File: config.mk
export PLATFORM = sky130hd
export DESIGN_NAME = sigmoid_arbiter
export DESIGN_NICKNAME = d
export VERILOG_FILES = /design/src/rtl/sigmoid_arbiter.sv
export SDC_FILE = /design/constraint.sdc
export NUM_CORES = 1
export LEC_CHECK = 0
export CAP_MARGIN = 15
export CORE_MARGIN = 3
export CORE_UTILIZATION = 41
export DETAILED_ROUTE_END_ITERATION = 8
export HOLD_SLACK_MARGIN = 0.05
export PLACE_DENSITY = 0.86
export SLEW_MARGIN = 20
export SYNTH_ARGS = -nofsm -noshare
export SYNTH_HDL_FRONTEND = slang
export SYNTH_SLANG_ARGS = --single-unit
File: constraint.sdc
create_clock -name clk -period 4.6 [get_ports clk]
set_clock_uncertainty 0.05 [all_clocks]
set_input_delay 0.69 -clock clk [delete_from_list [all_inputs] [get_ports clk]]
set_output_delay 0.69 -clock clk [all_outputs]
set_load 0.01 [all_outputs]
File: src/rtl/sigmoid_arbiter.sv
// Round-robin arbiter that time-shares one registered sigmoid LUT unit among
// NUM_REQ requesters, carrying each issue's requester ID alongside the unit latency.
module sigmoid_arbiter #(
  parameter int NUM_REQ = 4,
  parameter int IDW     = 2,
  parameter int SIG_LAT = 1
) (
  input  logic                  clk,
  input  logic                  rst_n,
  input  logic                  en,
  input  logic [NUM_REQ-1:0]    req_valid,
  input  logic [NUM_REQ*16-1:0] req_data,
  output logic [NUM_REQ-1:0]    req_ready,
  output logic [15:0]           sig_in,
  input  logic [15:0]           sig_out,
  output logic                  rsp_valid,
  output logic [IDW-1:0]        rsp_id,
  output logic [15:0]           rsp_data,
  output logic                  busy
);

  // One extra stage covers the sig_in register in front of the unit.
  localparam int DEPTH = SIG_LAT + 1;

  logic [IDW-1:0]            ptr_reg, ptr_next;
  logic                      grant_found;
  logic [IDW-1:0]            grant_id;
  logic [15:0]               sig_in_reg, sig_in_next;
  logic [DEPTH-1:0]          tag_valid_reg, tag_valid_next;
  logic [DEPTH-1:0][IDW-1:0] tag_id_reg, tag_id_next;
  logic                      rsp_valid_reg;
  logic [IDW-1:0]            rsp_id_reg;
  logic [15:0]               rsp_data_reg;

  function automatic logic [IDW-1:0] wrap_add(input logic [IDW-1:0] base, input int unsigned off);
    int unsigned sum;
    sum = 32'(base) + off;
    if (sum >= 32'(NUM_REQ)) sum = sum - 32'(NUM_REQ);
    return sum[IDW-1:0];
  endfunction

  always_comb begin
    grant_found = 1'b0;
    grant_id    = '0;
    for (int k = 0; k < NUM_REQ; k++) begin
      if (en && !grant_found && req_valid[wrap_add(ptr_reg, k)]) begin
        grant_found = 1'b1;
        grant_id    = wrap_add(ptr_reg, k);
      end
    end
  end

  for (genvar gi = 0; gi < NUM_REQ; gi++) begin : g_ready
    assign req_ready[gi] = grant_found && (grant_id == IDW'(gi));
  end

  assign ptr_next    = grant_found ? wrap_add(grant_id, 1) : ptr_reg;
  assign sig_in_next = grant_found ? req_data[16*grant_id +: 16] : sig_in_reg;

  // Tag pipe: a bubble (valid=0) enters whenever nothing is granted.
  assign tag_valid_next[0] = grant_found;
  assign tag_id_next[0]    = grant_id;
  for (genvar gi = 1; gi < DEPTH; gi++) begin : g_tag
    assign tag_valid_next[gi] = tag_valid_reg[gi-1];
    assign tag_id_next[gi]    = tag_id_reg[gi-1];
  end

  always_ff @(posedge clk or negedge rst_n) begin
    if (!rst_n) begin
      ptr_reg       <= '0;
      sig_in_reg    <= '0;
      tag_valid_reg <= '0;
      tag_id_reg    <= '0;
      rsp_valid_reg <= 1'b0;
      rsp_id_reg    <= '0;
      rsp_data_reg  <= '0;
    end else begin
      ptr_reg       <= ptr_next;
      sig_in_reg    <= sig_in_next;
      tag_valid_reg <= tag_valid_next;
      tag_id_reg    <= tag_id_next;
      rsp_valid_reg <= tag_valid_reg[DEPTH-1];
      if (tag_valid_reg[DEPTH-1]) begin
        rsp_id_reg   <= tag_id_reg[DEPTH-1];
        rsp_data_reg <= sig_out;
      end
    end
  end

  assign sig_in    = sig_in_reg;
  assign rsp_valid = rsp_valid_reg;
  assign rsp_id    = rsp_id_reg;
  assign rsp_data  = rsp_data_reg;
  assign busy      = |tag_valid_reg;

endmodule

==> results by group <==
Outcome
  – Status: finished clean

Yosys
  – Post-synth EDFFs: 0
  – Top FF cell, synth: dfrtp_1
  – Synth Register Bits: 43
  – Post-synthesis cell count: 187
  – Mapped Area: 2180 sq um
  – Synth cell types: 39
  – Synth async-reset ratio: 1.00
  – Avg Cell Area, Syn: 11.7 sq um
  – Ys Warns: 0
  – Commonest cells in the netlist: 43 x dfrtp_1, 19 x mux2_2, 13 x a22oi_1
  – Seq/Total Area, Yosys: 0.493
  – Synth area leaders: dfrtp_1 49%, mux2_2 9.8%, a22oi_1 4.5%, a221o_1 4.1%, a32oi_1 2.8%
  – Synth area leader: dfrtp_1
  – Synth top area share: 0.493
  – Most frequent cell after synthesis: dfrtp_1
  – Net Count, Synth: 274

Die
  – Core area: 4940 sq um
  – Die height: 79.0 um
  – Die width: 79.0 um
  – # IOs: 127
  – Starting Density: 0.442
  – Rows: 25
  – Die Area: 6230 sq um

STA
  – Final hold vios: 0
  – Fmax: 252 MHz
  – Hold slack: 0.301 ns
  – Slew HR: 0.384
  – Max Transition Viols Final: 0
  – Setup TNS: 0 ns
  – Final setup viols: 0
  – Final period utilization: 0.864
  – RSZ-0062 raised after global routing: false
  – Minimum clock period: 3.98 ns
  – Worst-Margin Slew: 0.924 ns

Clock network
  – Worst-path clk slew: 0.08 ns
  – Sink Count: 43
  – Longest Clk Path Bufs: 2
  – Postcts setup bufs: 0
  – CTS resizes: 0
  – CTS tree: built
  – Root buffer cell: clkbuf_8
  – Cts hold-fix bufs: 0
  – CTS HTree Levels: 2
  – Worst-Skew Late Latency: 0.28 ns
  – CTS Buf Count: 5

Job
  – Max Cap Viol: 0

Place
  – Routability cong.: 0.789
  – Hpwl dp: 4980 um
  – IO Port Bufs: 126
  – DP Cell Count: 368

Final layout
  – Final net count: 396
  – Non-Filler Instances: 377
  – N_diodes: 0
  – Post-Route Utilization: 0.725
  – Share of layout cells above drive strength 1: 0.135
  – Area growth, synth to finish: 64.1%

GRT
  – Largest net degree at the start of global routing: 44
  – Global-route wire length before repair: 10200 um
  – Gr usage total: 0.207
  – Initial antenna violation count: 0
  – Vias in the first global route: 2061
  – Remaining global-route overflow: 0

Detailed routing
  – DRC Markers: 0
  – DR vias/cell: 5.40
  – Total wire length: 6460 um
  – Wire per inst: 17.1 um
  – DR pass1 iterations: 4
  – Vias: 2035
  – Initial DRC count: 89
  – Antenna-violating nets left: 0

Pwr
  – Worst vdd ir: 0.000209 V
  – Pwr Density: 424 nW/um^2
  – Leakage: 1.43 nW

Min path
  – Hold Path Stages: 0
  – HP Class: reg2reg
  – WHS Endpoint: tag_id_reg[2]
  – Hold path start: tag_id_next[2]

Critical path
  – Crit-path slowest cell: clkdlybuf4s50_1
  – Most common cell on crit path: clkdlybuf4s50_1
  – R2r setup slk: 2.14 ns
  – Worst R2R Path Depth: 7
  – Critical register-to-register path endpoint: sig_in[3]
  – Critical-path maximum fanout: 11
  – Slowest stage delay, CP: 0.75 ns
  – Setup crit start kind: primary input
  – Required time of the critical path: 3.86 ns
  – CP arrival: 3.24 ns
  – Reg2Reg Launch Point: ptr_reg[0]
  – CP endpoint kind: output port
  – Cell Chain, Critical Path: clkdlybuf4s50_1, nor4bb_1, a211o_1, o32ai_4, and2_4, clkdlybuf4s50_1
  – Critical path class: in2out
[power breakdown]
| group | switching [mW] | internal [mW] |
|---|---|---|
| Sequential | 0.0753 | 0.489 |
| Clock | 0.125 | 0.106 |
| Combinational | 0.317 | 0.407 |
| Total | 0.518 | 1.00 |
[worst max-delay path by stage]
stage	startpoint	slack, ns	end
after floorplan	req_valid[1]	1.63	req_ready[3]
after global placement	req_valid[2]	0.68	req_ready[0]
after detailed placement	req_valid[2]	0.63	req_ready[0]
after CTS	req_valid[2]	0.63	req_ready[2]
after global routing	req_valid[0]	0.50	req_ready[0]
final	req_valid[2]	0.62	req_ready[0]
[cells by family after synthesis]
logic type      synth area share
buf+inv                   0.0579
compound gates             0.211
flops                      0.493
simple gates               0.112
mux                        0.126
[worst max-delay path: cells and delay by family]
family,cells,cell delay [ns]
buffers and inverters,2,1.29
and+or+nand+nor,2,0.40
AOI/OAI and AO/OA,2,0.84
[area by class of cell]
cell class              instances  area [sq um]
inverters                       6          22.5
well taps                      67          83.8
clock buffers                   5          68.8
fillers                       395          1360
clock inverters                 3          20.0
repair buffers                133          1310
multi-input cells             120           997
flip-flops and latches         43          1080
[cells in the final DEF (no fill, tap or decap), types with 2 or more instances in the layout]
cell,count
clkdlybuf4s50_1,125
dfrtp_1,43
o211ai_1,7
a211oi_1,2
nor2_1,2
clkinvlp_4,2
a211o_1,2
mux2_2,19
o21ai_0,3
mux2i_1,6
a21oi_1,5
nand2_1,11
o21ai_1,5
inv_1,6
nand2b_1,4
buf_4,6
a22oi_1,13
nor4bb_1,2
a32oi_1,7
nand3_1,7
a221o_1,9
clkbuf_8,5
[per-stage QoR]
step                      worst slack [ns]  area (sq um)  total power, mW
after global routing                 0.498          3580             1.62
after CTS                            0.629          3570             1.54
final                                0.624          3580             1.52
after floorplan                       1.63          2180            0.926
after detailed placement             0.627          3480             1.30
after global placement               0.684          3480             1.28
[routing by layer]
| metal | vias to the layer above | global-route usage | part of all wire |
|---|---|---|---|
| li1 | 956 | - | - |
| met1 | 964 | 0.263 | 0.40 |
| met2 | 106 | 0.355 | 0.50 |
| met3 | 9 | 0.0476 | 0.084 |
| met4 | 0 | 0.0567 | 0.015 |
| met5 | - | 0 | 0 |
Note: power is estimated with default switching activity, not from simulation.
